==> config.mk <==
export PLATFORM = sky130hd
export DESIGN_NAME = morse_round_scheduler
export DESIGN_NICKNAME = d
export VERILOG_FILES = /design/src/rtl/morse_pkg.sv /design/src/rtl/bcd_score_counter.sv /design/src/rtl/morse_round_scheduler.sv
export SDC_FILE = /design/constraint.sdc
export NUM_CORES = 1
export LEC_CHECK = 0
export ABC_AREA = 0
export CAP_MARGIN = 15
export CORE_MARGIN = 4
export CORE_UTILIZATION = 25
export DETAILED_ROUTE_END_ITERATION = 8
export SLEW_MARGIN = 40
export SYNTH_ARGS = -nofsm -noshare
export SYNTH_HDL_FRONTEND = slang
export SYNTH_SLANG_ARGS = --single-unit
==> constraint.sdc <==
create_clock -name clk -period 4.5 [get_ports clk]
set_input_delay 1.125 -clock clk [delete_from_list [all_inputs] [get_ports clk]]
set_output_delay 1.125 -clock clk [all_outputs]
set_load 0.02 [all_outputs]
==> src/rtl/morse_pkg.sv <==
// morse_pkg: shared state encoding and sizing constants for the Morse round scheduler.
package morse_pkg;
  localparam int DIGIT_W = 4;
  localparam int NUM_SLOTS = 3;
  localparam int BCD_MAX = 9;
  typedef enum logic [1:0] {IDLE, SHOW, WAIT_IN, DONE} state_t;
endpackage

==> src/rtl/bcd_score_counter.sv <==
// bcd_score_counter: two-digit BCD score with clear, add-by-N (N<=3) and saturation at 99.
module bcd_score_counter
  import morse_pkg::*;
(
  input  logic               clk,
  input  logic               rst,
  input  logic               clear,
  input  logic [1:0]         inc,
  output logic [DIGIT_W-1:0] ones,
  output logic [DIGIT_W-1:0] tens
);
  localparam logic [7:0] MAX = 8'(BCD_MAX * 10 + BCD_MAX);
  logic [7:0] sum, sat;
  always_comb begin
    sum = 8'(tens) * 8'd10 + 8'(ones) + 8'(inc);
    sat = sum > MAX ? MAX : sum;
  end
  always_ff @(posedge clk or negedge rst) begin
    if (!rst) begin
      ones <= '0;
      tens <= '0;
    end else if (clear) begin
      ones <= '0;
      tens <= '0;
    end else if (inc != 2'd0) begin
      ones <= DIGIT_W'(sat % 8'd10);
      tens <= DIGIT_W'(sat / 8'd10);
    end
  end
endmodule

==> src/rtl/morse_round_scheduler.sv <==
// morse_round_scheduler: shows three random digits, then scores the user's entries in BCD.
// Define MORSE_ROUND_BONUS_EN to award +2 for a round with all three entries correct.
module morse_round_scheduler
  import morse_pkg::*;
#(
  parameter int TICKS_PER_SEC = 50000000,
  parameter int SHOW_SEC      = 3
) (
  input  logic               clk,
  input  logic               rst,
  input  logic               logged_in,
  input  logic               start,
  input  logic [DIGIT_W-1:0] digit_in,
  input  logic               load,
  input  logic [DIGIT_W-1:0] user_input,
  input  logic               timeout,
  input  logic               logout,
  output logic [DIGIT_W-1:0] number,
  output logic               show,
  output logic               reconfig,
  output logic               enable,
  output logic [DIGIT_W-1:0] score_ones,
  output logic [DIGIT_W-1:0] score_tens,
  output logic               correct,
  output logic               logout_done,
  output logic               busy
);
  localparam int SLOT_CYC = TICKS_PER_SEC * SHOW_SEC;
  localparam int CW = $clog2(SLOT_CYC + 1);
  localparam logic [1:0] LAST = 2'(NUM_SLOTS - 1);
  state_t state;
  logic [CW-1:0] cnt;
  logic [1:0] k, j, inc;
  logic [DIGIT_W-1:0] slot [NUM_SLOTS];
  logic hit;
  assign hit = state == WAIT_IN && load && !logout && user_input == slot[j];
  assign show = state == SHOW;
  assign enable = state == WAIT_IN;
  assign busy = state != IDLE;
`ifdef MORSE_ROUND_BONUS_EN
  logic [1:0] hits;
  always_ff @(posedge clk or negedge rst) begin
    if (!rst) hits <= '0;
    else if (logout || state == SHOW) hits <= '0;
    else if (hit) hits <= hits + 2'd1;
  end
  assign inc = hit ? 2'd1 : (state == DONE && hits == 2'd3) ? 2'd2 : 2'd0;
`else
  assign inc = {1'b0, hit};
`endif
  bcd_score_counter u_score (
    .clk  (clk),
    .rst  (rst),
    .clear(logout),
    .inc  (inc),
    .ones (score_ones),
    .tens (score_tens)
  );
  always_ff @(posedge clk or negedge rst) begin
    if (!rst) begin
      state <= IDLE;
      cnt <= '0;
      k <= '0;
      j <= '0;
      number <= '0;
      reconfig <= 1'b0;
      correct <= 1'b0;
      logout_done <= 1'b0;
      for (int i = 0; i < NUM_SLOTS; i++) slot[i] <= '0;
    end else begin
      reconfig <= 1'b0;
      correct <= 1'b0;
      logout_done <= 1'b0;
      if (logout) begin
        state <= IDLE;
        cnt <= '0;
        k <= '0;
        j <= '0;
        number <= '0;
        logout_done <= 1'b1;
      end else begin
        case (state)
          IDLE: if (start && logged_in) begin
            state <= SHOW;
            cnt <= '0;
            k <= '0;
            slot[0] <= digit_in;
            number <= digit_in;
          end
          SHOW: if (cnt == CW'(SLOT_CYC - 1)) begin
            cnt <= '0;
            if (k == LAST) begin
              state <= WAIT_IN;
              number <= '0;
              reconfig <= 1'b1;
              j <= '0;
            end else begin
              k <= k + 2'd1;
              slot[k + 2'd1] <= digit_in;
              number <= digit_in;
            end
          end else cnt <= cnt + CW'(1);
          WAIT_IN: begin
            if (load) begin
              correct <= hit;
              j <= j + 2'd1;
            end
            // a load coinciding with timeout is scored above before leaving
            if (timeout || (load && j == LAST)) state <= DONE;
          end
          default: state <= IDLE;
        endcase
      end
    end
  end
endmodule

==> metrics.md, run 1 <==
| Metric | Value |
|---|---|
| R2R Path End | u_score.ones[2]$_DFFE_PN0P_ |
| Clk Latency, worst-skew pair | 0.32 ns |
| Period Utilization, post-route | 95.80% |
| Layout Area Growth over Synthesis | 28.56% |
| PwrDens | 333.9 nW/µm² |
| Flop pwr share | 36.0% |
| Leakage Power | 0.002214 µW |
| Worst path buffer plus inverter count | 3 |
| Crit. End Element | register |
| Number of cells on the critical path | 16 |
| Final setup fails | 0 |
| Top-area cell type share of the netlist area | 38.13% |
| Crit-path leading delay family | compound AO/OA/AOI/OAI gates |
| Initial antenna violation count | 0 |
| VDD IR max | 0.1945 mV |
| Vias in the first global route | 3606 |
| Crit path max fanout | 6 |
| R2R setup slack | 0.39 ns |
| Sequential-to-total area share from yosys stat | 38.13% |
| Worst hold-check path type | register to register |
| Port bufs | 32 |
| Row count | 45 |
| Ys Warns | 0 |
| Die Wd | 134.6 µm |
| Hold depth | 2 |
| Fin. Hold Viols | 0 |
| Net Sw Frac | 30.85% |
| Total track usage | 11.70% |
| P_int | 1188 µW |
| Psw | 530.2 µW |
| Dominant synthesized flop cell | dfrtp_1 |
| Clk slew on worst S/H paths | 0.05 ns |
| Mapped Area | 4004 µm² |
| Max-Cap Viols | 0 |
| Final Slew Violations | 0 |
| Critical Path AT | 4.53 ns |
| Ant diodes | 0 |
| Via density | 4.949 |
| Dominant cell type by area after synthesis | dfrtp_1 |
| Yosys reg bits | 61 |
| Core ar. | 15430 µm² |
| Comb pwr share | 25.9% |
| Synth unique cells | 56 |
| GR Overflow Total | 0 |
| Fin area | 5147 µm² |
| Via count | 3593 |
| Final WL | 10320 µm |
| Final ANT Viol Nets | 0 |
| Global-route wire length before repair | 17600 µm |
| Initial core utilization | 25.95% |
| Chip height | 134.6 µm |
| Run status | finished clean |
| DRC violations left | 0 |
| Hold endpoint | number[2]$_DFFE_PN0P_ |
| WS Path Type | input pin to register |
| Min Tclk post-route | 4.311 ns |
| Synth area leaders | dfrtp_1 (38%), ha_1 (5.6%), nand2_1 (4.8%) |
| Die Footprint | 18100 µm² |
| Startpoint types | input pin |
| Largest net degree at the start of global routing | 40 |
| Syn Inst Count | 450 |
| Unrepaired setup endpoints after global routing | false |
| Clk_skew | 0.004696 ns |
| Clock Path Buffers | 2 |
| Core Util, Final | 33.37% |
| Cell Chain, Critical Path | clkdlybuf4s50_1 > xnor2_1 > nand2_1 > or4_4 > inv_1 > ha_1 > fa_2 > a211o_1 > a21oi_2 > buf_4 > o22ai_2 > o22ai_4 > a221oi_4 > a32oi_4 > and2_4 > o311ai_2 |
| Number of H-tree levels | 3 |
| Post-DP Area | 4776 µm² |
| Reg2Reg Depth | 17 |
| Worst slew pin tran | 0.6454 ns |
| Layout cells sized above 1 | 18.25% |
| WP data required | 4.72 ns |
| EDFF count, synth | 0 |
| DRT Pass-1 Iters | 5 |
| Post-layout nets | 545 |
| Dpl cells | 710 |
| Clock Sink Count | 61 |
| Placer's final routability congestion estimate | 0.8652 |
| F_max | 232.0 MHz |
| Dpl hpwl | 7728 µm |
| Syn nets | 485 |
| Starting DRT DRC Count | 222 |
| Final hold slack | 0.4723 ns |
| Headroom to the max-slew limit | 56.64% |
| Pwr Total | 1719 µW |
| Post-Syn Area per Cell | 8.897 µm² |
| Non-Filler Instances | 726 |
| Post-DR wirelength/cell | 14.22 µm |
| Critical-path top delay cell | or4_4 |
| Largest stage delay, worst path | 0.49 ns |
| IO Count | 33 |
| Clock share of power | 38.1% |
| TritonCTS clock tree | done |
| Hold bufs inserted after CTS | 0 |
| Reg2reg start | j[1]$_DFFE_PN0P_ |
| Async set-reset flop share out of synthesis | 100.0% |
| CTS root buf | clkbuf_16 |
| HP Start | number[2]$_DFFE_PN0P_ |
| TritonCTS Buffers | 9 |
worst register-to-register path: cells and delay by family (launching register included):
kind | cells | cell delay, ns
DFF | 1 | 0.51
and+or+nand+nor | 4 | 1.15
adders and majority gates | 2 | 0.42
xor gates and xnor gates | 1 | 0.14
buffers and inverters | 2 | 0.24
AOI/OAI and AO/OA | 8 | 1.57
cells by family after synthesis:
kind of cell / count (synthesis) / share of synthesized area (%)
mux: 18 / 4.844
compound gates: 102 / 18.22
simple gates: 187 / 22.53
flops: 61 / 38.12
xor+xnor: 26 / 5.875
buf+inv: 36 / 3.781
fa+ha+maj: 20 / 6.625
worst max-delay path by stage:
| stage | from | end |
|---|---|---|
| finish | user_input[0] | u_score.ones[2]$_DFFE_PN0P_ |
| global placement | user_input[0] | u_score.ones[2]$_DFFE_PN0P_ |
| detailed placement | user_input[0] | u_score.ones[2]$_DFFE_PN0P_ |
| floorplan | logout | u_score.ones[2]$_DFFE_PN0P_ |
| CTS | user_input[0] | u_score.ones[2]$_DFFE_PN0P_ |
| global route | user_input[0] | u_score.ones[2]$_DFFE_PN0P_ |
what timing repair did:
action	in CTS	in global routing
gates resized for setup	1	16
pin swaps	0	4
buffers inserted	0	0
setup endpoints to repair	1	4
hold endpoints to repair	0	0
power groups by stage:
stage,registers [µW],logic (µW),clock network (µW)
3_3_place_gp,625,434,0
6_report,619,445,655
4_1_cts,619,445,671
5_1_grt,624,503,698
3_5_place_dp,627,443,0
2_1_floorplan,640,259,0
metal layers:
| metal | track usage (%) | share of wire [%] |
|---|---|---|
| met1 | 15.82 | 48 |
| met2 | 18.83 | 48 |
| met3 | 2.645 | 3.7 |
| met4 | 3.337 | 0.90 |
| met5 | 0 | 0 |
registers in the layout, summed over array words and instances (netlist names):
name and count:
cnt 28, correct 1, j 2, k 2, logout_done 1, number 4, reconfig 1, slot 12
state 2, u_score.ones 4, u_score.tens 4
synth_stat cells (2+ instances only):
| master | n |
|---|---|
| a211oi_1 | 3 |
| nor2b_1 | 4 |
| and3_1 | 6 |
| nor4b_1 | 5 |
| or4_1 | 4 |
| inv_1 | 15 |
| nor3_1 | 13 |
| dfrtp_1 | 61 |
| a211o_1 | 5 |
| o32ai_1 | 3 |
| o211ai_2 | 2 |
| fa_1 | 2 |
| o211ai_1 | 4 |
| xnor2_1 | 12 |
| a31o_2 | 3 |
| buf_2 | 4 |
| mux2i_1 | 7 |
| o31ai_1 | 4 |
| and2_1 | 3 |
| nor2_1 | 43 |
| nand3_1 | 31 |
| nand2_1 | 51 |
| nand4_1 | 13 |
| o2bb2ai_1 | 5 |
| a21oi_1 | 17 |
| mux2_2 | 11 |
| xor2_1 | 13 |
| or2_1 | 2 |
| a21oi_2 | 3 |
| ha_1 | 18 |
| nor4_1 | 5 |
| a31oi_1 | 3 |
| or3_1 | 3 |
| o21ai_0 | 35 |
| a21o_1 | 2 |
| clkbuf_1 | 15 |
per-stage QoR:
stage / setup TNS, ns / setup slack [ns]
detailed placement: -1.081 / -0.3538
global placement: -0.5266 / -0.1770
CTS: 0 / 0.06439
floorplan: 0 / 0.01025
finish: 0 / 0.1890
global route: 0 / 0.005808
cell usage in the layout, fill, tap and decap left out, types with 11 or more instances in the layout:
cell type	count
inv_1	15
clkdlybuf4s50_1	31
buf_4	39
a21oi_1	15
ha_1	18
dfrtp_1	61
nor3_1	13
xnor2_1	12
nand3_1	31
mux2_2	11
o21ai_0	34
nand4_1	13
xor2_1	12
nor2_1	42
nand2_1	51
cell type report:
type,instances,area [µm²]
fillers,1600,10280
multi-input cells,353,2409
flip-flops and latches,61,1526
repair buffers,70,603.1
clock buffers,13,270.3
well taps,211,264.0
inverters,15,56.30
clock inverters,3,18.77
Note: power is estimated with default switching activity, not from simulation.
==> run 2, diff against run 1 <==
--- a/config.mk
+++ b/config.mk
@@ -7,7 +7,7 @@
 export LEC_CHECK = 0
 export ABC_AREA = 0
 export CAP_MARGIN = 15
-export CORE_MARGIN = 4
+export CORE_MARGIN = 2
 export CORE_UTILIZATION = 25
 export DETAILED_ROUTE_END_ITERATION = 8
 export SLEW_MARGIN = 40
==> run 2 against run 1 <==
  * Register-to-register slack improved by 0.03 ns
  * Total power increased by 2.4%
  * Wire length decreased by 2.3%
==> metrics.md, run 2 (same netlist as run 1, synthesis figures left out) <==
| Metric | Value |
|---|---|
| Run status | finished clean |
| Commonest non-fill, non-tap cell in the layout | dfrtp_1 |
| Total track usage | 12.32% |
| Routed met1 length | 4657 µm |
| Layout cells sized above 1 | 18.09% |
| R2R Path End | u_score.ones[2]$_DFFE_PN0P_ |
| F_max | 231.3 MHz |
| Clk slew on worst S/H paths | 0.05 ns |
| Startpoint types | input pin |
| HP Start | number[3]$_DFFE_PN0P_ |
| PwrDens | 339.4 nW/µm² |
| Die Wd | 130.6 µm |
| Final setup fails | 0 |
| Crit path max fanout | 9 |
| Worst setup margin | 0.1763 ns |
| Core ar. | 15770 µm² |
| Most frequent cells in the layout | dfrtp_1 (61), nand2_1 (51), nor2_1 (42) |
| Clock share of power | 40.0% |
| DRC violations left | 0 |
| Global-route wire length before repair | 16720 µm |
| Non-Filler Instances | 730 |
| Worst hold-check path type | register to register |
| Critical Path AT | 4.55 ns |
| Largest regs | cnt: 28 flops, slot: 12 flops |
| Largest net degree at the start of global routing | 37 |
| Initial antenna violation count | 0 |
| Clk Latency, worst-skew pair | 0.33 ns |
| Core Util, Final | 32.89% |
| Dpl cells | 711 |
| Post-layout nets | 544 |
| P_int | 1240 µW |
| Chip height | 130.6 µm |
| Starting DRT DRC Count | 293 |
| Max FFs per register | 28 |
| Net Sw Frac | 29.54% |
| Register bank with the most flops | cnt |
| Largest stage delay, worst path | 0.49 ns |
| Clk_skew | 0.004180 ns |
| Reg2Reg Depth | 17 |
| TritonCTS Buffers | 9 |
| Hold depth | 2 |
| Headroom to the max-slew limit | 55.49% |
| Min Tclk post-route | 4.324 ns |
| R2R setup slack | 0.42 ns |
| Final WL | 10080 µm |
| Clock Path Buffers | 2 |
| DRT Pass-1 Iters | 4 |
| VDD IR max | 0.1798 mV |
| Pwr Total | 1760 µW |
| IO Count | 33 |
| WS Path Type | input pin to register |
| Critical-path top delay cell | or4_1 |
| Period Utilization, post-route | 96.08% |
| Clock Sink Count | 61 |
| TritonCTS clock tree | done |
| Reg2reg start | j[1]$_DFFE_PN0P_ |
| Vias in the first global route | 3385 |
| Hold endpoint | number[3]$_DFFE_PN0P_ |
| Number of H-tree levels | 3 |
| Ant diodes | 0 |
| Leakage Power | 0.002219 µW |
| Crit. End Element | register |
| Final ANT Viol Nets | 0 |
| WP data required | 4.72 ns |
| Filler Cells Inserted | 1636 |
| Layout Area Growth over Synthesis | 29.53% |
| Port bufs | 32 |
| Cell Chain, Critical Path | clkdlybuf4s50_1 > xnor2_1 > nand2_1 > or4_1 > inv_1 > ha_1 > fa_2 > a211o_1 > a21oi_2 > or2_4 > buf_4 > mux2i_1 > o211ai_1 > a32oi_4 > and2_4 > o311ai_2 |
| Placer's final routability congestion estimate | 0.8816 |
| Fin. Hold Viols | 0 |
| Worst slew pin tran | 0.6626 ns |
| GR Overflow Total | 0 |
| WL met2 | 4917 µm |
| DP Worst Slack | -0.2756 ns |
| Final Slew Violations | 0 |
| Via count | 3586 |
| Psw | 519.9 µW |
| Comb pwr share | 24.9% |
| Row count | 46 |
| Dpl hpwl | 7495 µm |
| Die Footprint | 17040 µm² |
| Via density | 4.912 |
| Post-DR wirelength/cell | 13.81 µm |
| Initial core utilization | 25.39% |
| Metal3 WL | 425 µm |
| CTS root buf | clkbuf_16 |
| Final hold slack | 0.4746 ns |
| Max layer used | met4 |
| Max-Cap Viols | 0 |
| Flop pwr share | 35.1% |
| Hold bufs inserted after CTS | 0 |
==> run 2: cell count changes in the layout (fill, tap and decap cells not counted), sizes merged <==
cell,previous run,this run
buf,39,38
bufinv,0,1
clkbuf,13,12
==> run 2: final cells by class <==
class | instances | area (µm²) | area share [%]
Inverter | 15 | 56.30 | 1.086
Tap cell | 216 | 270.3 | 5.211
Clock buffer | 12 | 266.5 | 5.139
Multi-Input combinational cell | 353 | 2426 | 46.78
Clock inverter | 4 | 45.04 | 0.8685
Timing Repair Buffer | 69 | 595.6 | 11.48
Sequential cell | 61 | 1526 | 29.43
==> run 2: per-layer routing <==
layer	global-route usage [%]	up-vias
li1	-	1746
met1	16.50	1741
met5	0	-
met3	3.176	8
met4	3.254	0
met2	19.85	91
==> run 2: power by group through the flow <==
stage / Sequential (µW) / Clock (µW) / Combinational (µW)
4_1_cts: 618 / 729 / 442
5_1_grt: 624 / 749 / 489
2_1_floorplan: 640 / 0 / 259
3_5_place_dp: 627 / 0 / 440
6_report: 618 / 705 / 438
3_3_place_gp: 624 / 0 / 428
==> run 2: repair_timing <==
item                                    CTS  global route
resized for setup                         0            17
setup buffers                             0             3
endpoints found under the setup margin    0             4
==> run 2: per-stage QoR <==
stage	TNS [ns]	cell area [µm²]
after detailed placement	-0.9733	4750
after CTS	0	5061
final	0	5186
after floorplan	0	4005
after global routing	-0.06326	5186
after global placement	-0.6275	4750
==> run 2: how the worst max path moves through the flow <==
stage,from,end,slack [ns],depth (start not counted)
6_report,user_input[3],u_score.ones[2]$_DFFE_PN0P_,0.18,16
5_1_grt,user_input[3],u_score.ones[2]$_DFFE_PN0P_,-0.05,18
4_1_cts,user_input[3],u_score.ones[2]$_DFFE_PN0P_,0.07,16
3_5_place_dp,user_input[3],u_score.ones[2]$_DFFE_PN0P_,-0.28,15
3_3_place_gp,user_input[0],u_score.ones[2]$_DFFE_PN0P_,-0.20,17
2_1_floorplan,logout,u_score.ones[2]$_DFFE_PN0P_,0.01,18
==> run 2: critical path, delay by kind of cell <==
family / cells / cell delay [ns]
compound gates: 5 / 0.93
buf+inv: 3 / 0.72
simple gates: 4 / 1.10
fa+ha+maj: 2 / 0.44
xor+xnor: 1 / 0.11
mux: 1 / 0.11
==> RTL edit: new RTL, settings of run 1 <==
Change the parameter `SHOW_SEC` from 3 to 2.
--- a/src/rtl/morse_round_scheduler.sv
+++ b/src/rtl/morse_round_scheduler.sv
@@ -5,5 +5,5 @@
 #(
   parameter int TICKS_PER_SEC = 50000000,
-  parameter int SHOW_SEC      = 3
+  parameter int SHOW_SEC      = 2
 ) (
   input  logic               clk,
Behaviour: same outputs for any inputs over 10 cycles, from zero or initial values and one cycle with rst low; that may be too few to reach the edited logic, so the function may still have changed.
==> RTL edit against run 1 <==
- total power grew 9.4%
- design area up 0.39%
- global-route usage is 0.17 points lower
- sequential share of layout area decreased by 0.60 points
- clock skew rose by 0.0014 ns
- sequential power decreased by 0.8%
- clock power rose by 14%
- worst setup slack worse by 0.10 ns
- sequential cell count is 1 lower
- area after synthesis up 0.78%
- register-to-register slack got worse by 0.17 ns
- synthesized cell count decreased by 0.44%
- cell count increased by 0.41%
- wire length rose by 0.81%
- critical endpoint is now u_score.ones[1]
- largest cell class unchanged
- highest routed layer unchanged
==> RTL edit: results (changes against run 1) <==
Buffers on Ports: 32 (unchanged)
Registers with the highest flip-flop counts: cnt (27), slot (12)
Fillers: 1636 (+2.3%)
Global-route wire length before repair: 17100 µm (-3.0%)
Fraction of the yosys area taken by sequential cells: 0.372 (-0.00916)
Largest net degree at the start of global routing: 35 (-13%)
Routed length per instance: 14.3 µm (+0.40%)
Maximum fanout along the worst path: 4 (-2)
Worst IR drop on VDD: 207 µV (+6.5%)
Clock slew seen by the registers of the worst setup and hold paths: 0.05 ns (about the same)
Post-synth net total: 483 (-0.41%)
Clock root buffer master: sky130_fd_sc_hd__clkbuf_16
Number of antenna violations at the first check in global routing: 0 (unchanged)
DR pass1 iterations: 4 (-1)
Cells after DPL: 711 (+0.14%)
Lkg Pwr: 2.18 nW (-1.6%)
Number of clock buffers inserted by TritonCTS: 9 (unchanged)
Post-synth top cells: sky130_fd_sc_hd__dfrtp_1 (60), sky130_fd_sc_hd__nand2_1 (54), sky130_fd_sc_hd__nor2_1 (42)
Via count of the first global-routing pass: 3476 (-3.6%)
Number of slew-limit violations in the final report: 0 (unchanged)
Antenna diode count: 0 (unchanged)
Synth area leaders: sky130_fd_sc_hd__dfrtp_1 (37%), sky130_fd_sc_hd__ha_1 (5.6%), sky130_fd_sc_hd__nand2_1 (5.0%)
Unique masters post-synth: 75 (+34%)
Buffer depth of the longest clock path: 2 (unchanged)
Total half-perimeter wirelength after legalization and detailed placement: 7900 µm (+2.2%)
Synth async-reset ratio: 1.00 (unchanged)
Kind of path behind the tightest hold check: flop to flop
Global placement routability congestion: 0.856 (-1.1%)
Average size of a mapped cell: 9.01 µm² (+1.2%)
Critical path arrival: 4.62 ns (+0.09 ns)
Max H-tree Level: 3 (unchanged)
Post-Route Skew: 0.00615 ns (+0.00145 ns)
R2R Setup Slk: 0.22 ns (-0.17 ns)
Final Routed Wirelength: 10400 µm (+0.81%)
Clk Latency, worst-skew pair: 0.33 ns
Global routing usage summed across all routing layers: 0.115 (-0.00169)
Placement-stage cell area: 4780 µm² (about the same)
Outcome: finished clean
Worst-case headroom to the max-slew limit: 0.618 (+0.0513)
Net count, final: 543 (-0.37%)
Share of post-route cells with drive strength above 1: 0.193 (+0.0105)
Largest stage delay on the critical path: 0.56 ns (+0.07 ns)
Number of violations reported at the end of detailed-routing iteration 0: 184 (-17%)
Drt via density: 4.79 (-3.2%)
Fin area: 5170 µm² (+0.39%)
Worst hold slack: 0.473 ns (+0.00117 ns)
Cell with the biggest individual delay on the critical path: sky130_fd_sc_hd__or4_4
Number of warning messages in the yosys log: 0 (unchanged)
Post-synth top flop: sky130_fd_sc_hd__dfrtp_1
[RTL edit: changes by cell type after synthesis, moves of 4 or more]
cell	delta
sky130_fd_sc_hd__a211o_1	-4
sky130_fd_sc_hd__clkbuf_1	-10
sky130_fd_sc_hd__nand3_1	-11
sky130_fd_sc_hd__nor4b_1	-5
sky130_fd_sc_hd__o22ai_1	+4
sky130_fd_sc_hd__o2bb2ai_1	-5
[RTL edit: cell families after synthesis]
group,count (synthesis),synth area share
xor+xnor,22,0.0478
simple gates,191,0.245
mux,20,0.0549
flops,60,0.372
fa+ha+maj,20,0.0657
compound gates,104,0.176
buf+inv,31,0.0388
[RTL edit: timing repair]
item	in CTS	in global routing
setup buffers	1	1
setup endpoints to repair	3	1
gates resized for setup	4	10
pin swaps	5	8
[RTL edit: through the flow]
stage | worst slack [ns] | setup TNS, ns
after floorplan | -0.0802 | -0.0802
after global placement | -0.442 | -1.33
after detailed placement | -0.477 | -1.44
after CTS | 0.0803 | 0
after global routing | -0.00385 | -0.00385
final | 0.0875 | 0
[RTL edit: final cells by class]
type	instances	area share
tap	216	0.0523
timing repair buffer	65	0.108
sequential	60	0.291
inverter	15	0.0109
clock buffer	10	0.0462
clock inverter	6	0.0169
multi-input combinational	357	0.476
[RTL edit: per-layer routing]
metal | wire length, µm | GRT usage
met5 | 0 | 0
met4 | 37 | 0.0157
met3 | 375 | 0.0350
met2 | 5040 | 0.191
met1 | 4950 | 0.153
[RTL edit: path summary, 6_finish.rpt]
| kind | end | depth (start not counted) | startpoint |
|---|---|---|---|
| min in group asynchronous | cnt[6] | 1 | rst |
| max | u_score.ones[1] | 15 | user_input[0] |
| max in group asynchronous | slot[10] | 2 | rst |
| min reg2reg | number[0] | 2 | number[0] |
| max reg2reg | u_score.ones[1] | 16 | j[1] |
| min | number[0] | 2 | number[0] |
[RTL edit: critical path, delay by kind of cell]
kind,cells,cell delay (ns)
AOI/OAI and AO/OA,4,0.69
xor gates and xnor gates,1,0.17
adders and majority gates,2,0.50
buffers and inverters,4,0.83
muxes,1,0.30
and+or+nand+nor,3,1.00
[RTL edit: power by group]
part	leakage (nW)	internal (mW)	total (mW)	switching, mW
clock network	0.162	0.499	0.746	0.247
registers	0.823	0.583	0.614	0.0312
logic	1.19	0.208	0.521	0.312
